File: config.mk
export PLATFORM = sky130hd
export DESIGN_NAME = al_axil_bridge
export DESIGN_NICKNAME = d
export VERILOG_FILES = /design/src/rtl/al_axil_bridge.sv
export SDC_FILE = /design/constraint.sdc
export NUM_CORES = 1
export LEC_CHECK = 0
export BUFFER_PORTS_ARGS = -buffer_cell sky130_fd_sc_hd__buf_2
export CAP_MARGIN = 20
export CORE_ASPECT_RATIO = 1.2
export CORE_MARGIN = 2
export CORE_UTILIZATION = 50
export CTS_CLUSTER_SIZE = 20
export DETAILED_ROUTE_END_ITERATION = 16
export PLACE_DENSITY = 0.76
export SETUP_SLACK_MARGIN = 0.15
export SLEW_MARGIN = 10
export SYNTH_ARGS = -nofsm -noshare
export SYNTH_HDL_FRONTEND = slang
export SYNTH_SLANG_ARGS = --single-unit
File: constraint.sdc
create_clock -name clk -period 4.55 [get_ports clk]
set_clock_uncertainty 0.15 [all_clocks]
set_input_delay 0.91 -clock clk [delete_from_list [all_inputs] [get_ports clk]]
set_output_delay 0.91 -clock clk [all_outputs]
set_load 0.005 [all_outputs]
File: src/rtl/al_axil_bridge.sv
// AL-to-AXI4-Lite master bridge: a single-outstanding write FSM, a credit-limited
// pipelined read path with a first-word fall-through response FIFO, and saturating error counters.
module al_axil_bridge #(
    parameter int ADDR_WIDTH = 32,
    parameter int DATA_WIDTH = 32,
    parameter int DEPTH      = 4,
    localparam int NB        = DATA_WIDTH / 8,
    localparam int LSB       = $clog2(NB)
) (
    input  logic                      clk,
    input  logic                      rst_n,
    // AXI-Lite master side
    output logic [ADDR_WIDTH-1:0]     s_axi_awaddr,
    output logic                      s_axi_awvalid,
    input  logic                      s_axi_awready,
    output logic [DATA_WIDTH-1:0]     s_axi_wdata,
    output logic [NB-1:0]             s_axi_wstrb,
    output logic                      s_axi_wvalid,
    input  logic                      s_axi_wready,
    input  logic [1:0]                s_axi_bresp,
    input  logic                      s_axi_bvalid,
    output logic                      s_axi_bready,
    output logic [ADDR_WIDTH-1:0]     s_axi_araddr,
    output logic                      s_axi_arvalid,
    input  logic                      s_axi_arready,
    input  logic [DATA_WIDTH-1:0]     s_axi_rdata,
    input  logic [1:0]                s_axi_rresp,
    input  logic                      s_axi_rvalid,
    output logic                      s_axi_rready,
    // AL initiator side (word addresses)
    input  logic [ADDR_WIDTH-LSB-1:0] m_al_waddr,
    input  logic [DATA_WIDTH-1:0]     m_al_wdata,
    input  logic [NB-1:0]             m_al_wstrb,
    input  logic                      m_al_wvalid,
    output logic                      m_al_wready,
    output logic [1:0]                m_al_bresp,
    output logic                      m_al_bvalid,
    input  logic                      m_al_bready,
    input  logic [ADDR_WIDTH-LSB-1:0] m_al_araddr,
    input  logic                      m_al_arvalid,
    output logic                      m_al_arready,
    output logic [DATA_WIDTH-1:0]     m_al_rdata,
    output logic [1:0]                m_al_rresp,
    output logic                      m_al_rvalid,
    input  logic                      m_al_rready,
    output logic [15:0]               wr_err_cnt,
    output logic [15:0]               rd_err_cnt,
    output logic [1:0]                dbg_w_state_o
);
    // Every channel is valid/ready: a transfer happens on a rising clk edge where both are high,
    // and a source holds its payload stable while valid is high and ready is low.
    localparam int CW = $clog2(DEPTH + 1);
    localparam int PW = (DEPTH > 1) ? $clog2(DEPTH) : 1;
    localparam logic [CW-1:0] DEPTH_C = CW'(DEPTH);
    localparam logic [PW-1:0] LAST_C  = PW'(DEPTH - 1);

    typedef enum logic [1:0] {W_IDLE = 2'd0, W_ISSUE = 2'd1, W_RESP = 2'd2, W_ACK = 2'd3} w_state_e;

    w_state_e              w_state_q, w_state_d;
    logic [ADDR_WIDTH-1:0] awaddr_q, awaddr_d;
    logic [DATA_WIDTH-1:0] wdata_q, wdata_d;
    logic [NB-1:0]         wstrb_q, wstrb_d;
    logic                  awvalid_q, awvalid_d, wvalid_q, wvalid_d, bvalid_q, bvalid_d;
    logic [1:0]            bresp_q, bresp_d;
    logic [15:0]           wr_err_q, wr_err_d;

    always_comb begin
        w_state_d    = w_state_q;
        awaddr_d     = awaddr_q;
        wdata_d      = wdata_q;
        wstrb_d      = wstrb_q;
        awvalid_d    = awvalid_q;
        wvalid_d     = wvalid_q;
        bvalid_d     = bvalid_q;
        bresp_d      = bresp_q;
        wr_err_d     = wr_err_q;
        m_al_wready  = 1'b0;
        s_axi_bready = 1'b0;
        case (w_state_q)
            W_IDLE: begin
                m_al_wready = 1'b1;
                if (m_al_wvalid) begin
                    awaddr_d  = {m_al_waddr, {LSB{1'b0}}};
                    wdata_d   = m_al_wdata;
                    wstrb_d   = m_al_wstrb;
                    awvalid_d = 1'b1;
                    wvalid_d  = 1'b1;
                    w_state_d = W_ISSUE;
                end
            end
            W_ISSUE: begin
                // Address and data handshake independently, in any order.
                if (s_axi_awready) awvalid_d = 1'b0;
                if (s_axi_wready)  wvalid_d  = 1'b0;
                if (!awvalid_d && !wvalid_d) w_state_d = W_RESP;
            end
            W_RESP: begin
                s_axi_bready = 1'b1;
                if (s_axi_bvalid) begin
                    bresp_d   = s_axi_bresp;
                    bvalid_d  = 1'b1;
                    w_state_d = W_ACK;
                    if (s_axi_bresp != 2'b00 && wr_err_q != 16'hFFFF) wr_err_d = wr_err_q + 16'd1;
                end
            end
            W_ACK: begin
                if (m_al_bready) begin
                    bvalid_d  = 1'b0;
                    w_state_d = W_IDLE;
                end
            end
            default: w_state_d = W_IDLE;
        endcase
    end

    always_ff @(posedge clk or negedge rst_n) begin
        if (!rst_n) begin
            w_state_q <= W_IDLE;
            awaddr_q  <= '0;
            wdata_q   <= '0;
            wstrb_q   <= '1;
            awvalid_q <= 1'b0;
            wvalid_q  <= 1'b0;
            bvalid_q  <= 1'b0;
            bresp_q   <= 2'b00;
            wr_err_q  <= '0;
        end else begin
            w_state_q <= w_state_d;
            awaddr_q  <= awaddr_d;
            wdata_q   <= wdata_d;
            wstrb_q   <= wstrb_d;
            awvalid_q <= awvalid_d;
            wvalid_q  <= wvalid_d;
            bvalid_q  <= bvalid_d;
            bresp_q   <= bresp_d;
            wr_err_q  <= wr_err_d;
        end
    end

    assign s_axi_awaddr  = awaddr_q;
    assign s_axi_awvalid = awvalid_q;
    assign s_axi_wdata   = wdata_q;
    assign s_axi_wstrb   = wstrb_q;
    assign s_axi_wvalid  = wvalid_q;
    assign m_al_bresp    = bresp_q;
    assign m_al_bvalid   = bvalid_q;
    assign wr_err_cnt    = wr_err_q;
    assign dbg_w_state_o = w_state_q;

    // Read path: cred counts AL reads not yet popped, cnt counts responses sitting in the FIFO.
    logic [ADDR_WIDTH-1:0] araddr_q, araddr_d;
    logic                  arvalid_q, arvalid_d;
    logic [CW-1:0]         cred_q, cred_d, cnt_q, cnt_d;
    logic [PW-1:0]         wptr_q, wptr_d, rptr_q, rptr_d;
    logic [15:0]           rd_err_q, rd_err_d;
    logic [DATA_WIDTH+1:0] mem_q [DEPTH];
    logic                  ar_hs, r_pop, r_push;

    assign m_al_arready = (cred_q < DEPTH_C) && (!arvalid_q || s_axi_arready);
    assign ar_hs        = m_al_arvalid && m_al_arready;
    assign r_pop        = (cnt_q != '0) && m_al_rready;
    // A response is only taken when a read is actually outstanding, so stale
    // responses arriving after a reset are dropped.
    assign r_push       = s_axi_rvalid && (cred_q != cnt_q);

    always_comb begin
        araddr_d  = araddr_q;
        arvalid_d = arvalid_q;
        cred_d    = cred_q;
        cnt_d     = cnt_q;
        wptr_d    = wptr_q;
        rptr_d    = rptr_q;
        rd_err_d  = rd_err_q;
        if (ar_hs) begin
            araddr_d  = {m_al_araddr, {LSB{1'b0}}};
            arvalid_d = 1'b1;
        end else if (s_axi_arready) begin
            arvalid_d = 1'b0;
        end
        if (ar_hs && !r_pop) cred_d = cred_q + CW'(1);
        if (!ar_hs && r_pop) cred_d = cred_q - CW'(1);
        if (r_push && !r_pop) cnt_d = cnt_q + CW'(1);
        if (!r_push && r_pop) cnt_d = cnt_q - CW'(1);
        if (r_push) wptr_d = (wptr_q == LAST_C) ? '0 : wptr_q + PW'(1);
        if (r_pop)  rptr_d = (rptr_q == LAST_C) ? '0 : rptr_q + PW'(1);
        if (r_push && s_axi_rresp != 2'b00 && rd_err_q != 16'hFFFF) rd_err_d = rd_err_q + 16'd1;
    end

    always_ff @(posedge clk or negedge rst_n) begin
        if (!rst_n) begin
            araddr_q  <= '0;
            arvalid_q <= 1'b0;
            cred_q    <= '0;
            cnt_q     <= '0;
            wptr_q    <= '0;
            rptr_q    <= '0;
            rd_err_q  <= '0;
            for (int i = 0; i < DEPTH; i++) mem_q[i] <= '0;
        end else begin
            araddr_q  <= araddr_d;
            arvalid_q <= arvalid_d;
            cred_q    <= cred_d;
            cnt_q     <= cnt_d;
            wptr_q    <= wptr_d;
            rptr_q    <= rptr_d;
            rd_err_q  <= rd_err_d;
            if (r_push) mem_q[wptr_q] <= {s_axi_rresp, s_axi_rdata};
        end
    end

    assign s_axi_araddr  = araddr_q;
    assign s_axi_arvalid = arvalid_q;
    assign s_axi_rready  = 1'b1;
    assign m_al_rvalid   = (cnt_q != '0);
    assign {m_al_rresp, m_al_rdata} = mem_q[rptr_q];
    assign rd_err_cnt    = rd_err_q;

endmodule
* After elaboration in Yosys (flattened, before gate mapping) *
Cells that the tools add are included.

word-level totals
  output and inout port bits = 179
  logic and storage cells = 112
  register bits after elaboration = 282
  bits of input ports = 143

operators by class
  add/subtract/negate cells = 8
  bitwise gates (word level) = 2
  equality and inequality tests = 12
  magnitude comparators = 4
  muxes and demuxes = 31
  reductions and logical operators = 35

operator list
  cell                                                                 number
  136-bit bitwise mux                                                  1
  34-bit 2-to-1 mux                                                    3
  34-bit binary-select mux with 2-bit select                           1
  34-bit demux with 2-bit select                                       1
  16-bit by 1-bit adder with 16-bit output (second input constant)     2
  16-bit != test (second input constant)                               2
  2-bit nonzero test                                                   7
  1-bit logical AND                                                    13
  2-bit 2-to-1 mux                                                     6
  3-bit 2-to-1 mux                                                     4
  1-bit 2-to-1 mux                                                     11
  2-bit equality test (second input constant)                          4
  2-bit != test (second input constant)                                4
  2-bit one-hot mux with 4 select lines                                1
  3-bit by 1-bit adder with 3-bit output (second input constant)       2
  3-bit greater-or-equal comparator (second input constant)            2
  1-bit logical NOT                                                    6
  2-bit inverter with 3-bit output                                     2
  1-bit one-hot mux with 2 select lines                                3
  2-bit AND reduction                                                  3
  3-bit AND reduction                                                  2
  3-bit by 1-bit subtractor with 3-bit output (second input constant)  2
  2-bit by 1-bit adder with 2-bit output (second input constant)       2
  4-bit AND reduction                                                  1
  7 further kinds                                                      7

* Depth between registers and ports, before layout *
  word-level depth = 7
  gate-level depth with buffers = 12
  mapped depth without buffers = 10

* Least setup slack after synthesis *
Ideal clock, no wire load.

  path kind = input to register
  from = in s_axi_arready
  to = reg cred_q[2]
  stages = 12
  arrival time = 2.518 ns
  library setup time = 0.079 ns
  path slack = 1.803 ns
  path through = inv_1 -> a21oi_1 -> and2_1 -> clkbuf_1 -> buf_2 -> inv_1 -> ha_1 -> inv_1 -> fa_1 -> xor2_1 -> nor2_1 -> xor2_1

between the ends
  longest elaborated chain between the ends = 6
  elaborated cells between the ends (all ways) = 8
  classes of those cells = 1 x mux; 7 x reduce/logical

RTL lines
  what                                                           line  RTL
  start, declared                                                25    input logic s_axi_arready,
  1-bit logical OR *                                             159   assign m_al_arready = (cred_q < DEPTH_C) && (!arvalid_q || s_axi_arready);
  1-bit logical AND *                                            159
  via m_al_arready                                               41    output logic m_al_arready,
  1-bit logical AND *                                            160   assign ar_hs = m_al_arvalid && m_al_arready;
  1-bit logical NOT                                              181   if (!ar_hs && r_pop) cred_d = cred_q - CW'(1);
  1-bit logical AND                                              181
  3-bit 2-to-1 mux / 2-bit nonzero test (equally long branches)  --
  end signal, assigned                                           202   cred_q <= cred_d;
  end, declared                                                  153   logic [CW-1:0] cred_q, cred_d, cnt_q, cnt_d;

Mark *: on every way through the listed nets, which the timed path passes. The rest lies on a longest branch.
A chain may end at the register's enable or synchronous reset.

* Worst setup path in the final report *
  from = reg rptr_q[0]
  to = out m_al_rdata[17]

between the ends
  longest elaborated chain between the ends = 4

RTL lines
  what                                                    line  RTL
  start, declared                                         154   logic [PW-1:0] wptr_q, wptr_d, rptr_q, rptr_d;
  start signal, assigned                                  205   rptr_q <= rptr_d;
  2-bit inverter with 3-bit output (not written as such)  215   assign {m_al_rresp, m_al_rdata} = mem_q[rptr_q];
  34-bit binary-select mux with 2-bit select              215
  34-bit 2-to-1 mux (not written as such) (2 in a row)    215
  end, declared                                           42    output logic [DATA_WIDTH-1:0] m_al_rdata,

No other way between the ends. The select of a mux whose other input is x is not followed.

==> flow_metrics.tcl <==
set metrics [dict create \
    first_iter_violations 207 \
    hold_viol_final 0 \
    post-route-period-util_pct 72.1 \
    n_fill_cell 1880 \
    die-area_mm2 0.0256 \
    drv_slew 0 \
    drv_cap 0 \
    crit_type "flip-flop to primary output" \
    cp_max_fo 19 \
    start_util_pct 50.8 \
    drcViolationCount 0 \
    ys_top_cells_by_area "dfrtp_1 57%, mux2_2 23%, mux4_2 6.3%, xor2_1 1.6%, ha_1 1.3%" \
    crit_path_end_kind "primary output" \
    cts_root_buf "clkbuf_16" \
    synth_top_cell_area_share_pct 57.3 \
    finalNetCount 1273 \
    coreArea_mm2 0.0239 \
    grt_max_degree 108 \
    whs_ns 0.251 \
    worstPathCellList "buf_4 -> mux4_2 -> buf_2" \
    synth_edf_count 0 \
    vias 7679 \
    path_depth 3 \
    final_util_pct 62.5 \
    port_buffers 316 \
    rows 62 \
    ys.flop_type "dfrtp_1" \
    htreeDepth 1 \
    seq_area_mm2 0.00706 \
    status "completed" \
    synth_cells 795 \
    drt_first_pass_iters 6 \
    yosysWarnings 0 \
    power_frac_clock_pct 21.8 \
    power_switching_mw 3.27 \
    critPathSlowestCell "mux4_2" \
    grt_pass1_vias 8138 \
    pin_count 322 \
    grt.overflow.total 0 \
    relSlewSlack_pct 34.0 \
    drive_gt1_share_pct 58.3 \
    synthMostInstantiatedCell "dfrtp_1" \
    startpoint "rptr_q[0]" \
    grt_pass1_wl_um 41900 \
    clockBufferDepth 3 \
    numCtsBuffers 29 \
    slowest_delay_ns 0.57 \
    critPathRequiredTime_ns 3.49 \
    r2r_start "cred_q[0]" \
    tns_ns 0 \
    cts_tree "yes" \
    postCtsHoldBufs 0 \
    yosysUniqueCellTypes 48 \
    place_inst 1404 \
    synthesis.area_mm2 0.0121 \
    clock.fmax_mhz 305 \
    synth_common_cells "278 x dfrtp_1, 244 x mux2_2, 34 x mux4_2" \
    internal_power_mw 7.54 \
    dpl.hpwl_um 17400 \
    avgSynthCellArea_um2 15.3 \
    antenna_found_initial 3 \
    fin_cells 1460 \
    wirelength_um 25800 \
    die_h_um 175 \
    async_reset_ff_share_pct 100 \
    tightestPinTransition_ns 0.986 \
    rsz0062_at_grt "no" \
    grt_util_all_layers_pct 20.1 \
    gp_congestion 0.841 \
    peakVddDrop_v 0.000413 \
    ff2ff_path_depth 4 \
    p_seq_share_pct 40.9 \
    insertion_delay_ns 0.53 \
    antenna_left 0 \
    swShare_pct 30.3 \
    clkSinkCount 282 \
    crit_buf_inv 2 \
    comb_power_share_pct 37.3 \
    post_cts_buffers 0 \
    ys_seq_area_share_pct 58.1 \
    cts_resized 0 \
    clk_pin_slew_ns 0.06 \
    ys_seq_elements 282 \
    via_per_inst 5.26 \
    power_leakage_nw 7.02 \
    setup_viol 0 \
    cp.arrival_ns 2.22 \
    power_density_mw_per_mm2 723 \
    cpLargestDelayFamily "buffers and inverters" \
    multi_input_area_mm2 0.00474 \
    synth_largest_area_cell "dfrtp_1" \
    hold_path.class "primary input to asynchronous set/reset pin" \
    post-route-min-period_ns 3.28 \
    area_growth_pct 23.0 \
    dieWidth_um 146 \
    avgRoutedWirePerCell_um 17.7 \
    start_kind "flip-flop" \
]
power by group through the flow:
stage               Clock, mW  Combinational (mW)  Sequential [mW]
finish                   2.36                4.03             4.42
floorplan                   0                2.69             4.32
CTS                      2.42                4.11             4.43
global route             2.52                4.40             4.59
detailed placement          0                4.09             4.44
global placement            0                3.97             4.38
flip-flops by register name, summed over array words and instances (netlist names), 2 cells and up:
name / cells
cnt_q: 3
cred_q: 3
dbg_w_state_o: 2
m_al_bresp: 2
mem_q: 136
rd_err_cnt: 16
rptr_q: 2
s_axi_araddr: 30
s_axi_awaddr: 30
s_axi_wdata: 32
s_axi_wstrb: 4
wptr_q: 2
wr_err_cnt: 16
cell type report:
cell class	count	area share, %
flip-flops and latches	282	47.3
multi-input cells	454	31.7
repair buffers	325	11.3
clock buffers	44	5.77
well taps	320	2.68
clock inverters	9	0.670
inverters	23	0.578
diodes	3	0.0502
worst register-to-register path, cell delays in order, from the launching register on:
cell	delay [ns]
dfrtp_1	0.42
xnor2_1	0.31
a31oi_4	0.21
nand2_2	0.77
mux2_2	0.43
through the flow:
step	instance area [um^2]	setup slack [ns]	power, mW
after floorplan	12200	1.80	7.01
after global placement	14000	1.77	8.35
after detailed placement	14000	1.71	8.53
after CTS	14900	1.21	11.0
after global routing	14900	1.13	11.5
final	14900	1.27	10.8
routing by layer:
metal  track usage [%]  wire length [um]
met1              25.7             10400
met2              35.4             13300
met3              4.18              1510
met4              4.94               524
met5                 0                11
kinds of logic after synthesis:
| kind of cell | share of synthesized area, % |
|---|---|
| buffers and inverters | 3.00 |
| multiplexers | 29.2 |
| XOR/XNOR | 2.16 |
| other | 0.0618 |
| flip-flops | 58.1 |
| AO/OA/AOI/OAI | 1.71 |
| AND/OR/NAND/NOR | 4.10 |
| adder cells (fa/ha/maj) | 1.67 |
final timing paths:
check                                        end  slack (ns)
worst max-delay path              m_al_rdata[17]        1.27
worst max register to register         mem_q[35]        2.13
min in group clk                s_axi_araddr[27]        0.33
max in group asynchronous              mem_q[52]        3.04
worst min register to register  s_axi_araddr[27]        0.33
worst min-delay path                  mem_q[107]        0.25
cells in the final DEF (no fill, tap or decap), types with 7 or more instances in the layout:
| cell type | netlist | layout |
|---|---|---|
| buf_2 | 12 | 315 |
| dfrtp_1 | 278 | 277 |
| mux2_2 | 244 | 244 |
| mux4_2 | 34 | 34 |
| clkbuf_16 | 0 | 29 |
| inv_1 | 23 | 23 |
| xor2_1 | 22 | 22 |
| nand2_1 | 22 | 21 |
| ha_1 | 13 | 13 |
| nor2_1 | 12 | 12 |
| nor4_1 | 11 | 11 |
| nand4_1 | 10 | 10 |
| nor3_1 | 10 | 10 |
| nand3_1 | 9 | 9 |
| o21ai_0 | 9 | 9 |
| xnor2_1 | 8 | 8 |
| clkbuf_8 | 0 | 8 |
| clkbuf_1 | 7 | 7 |
| buf_4 | 5 | 7 |
(Power assumes the default switching activity.)
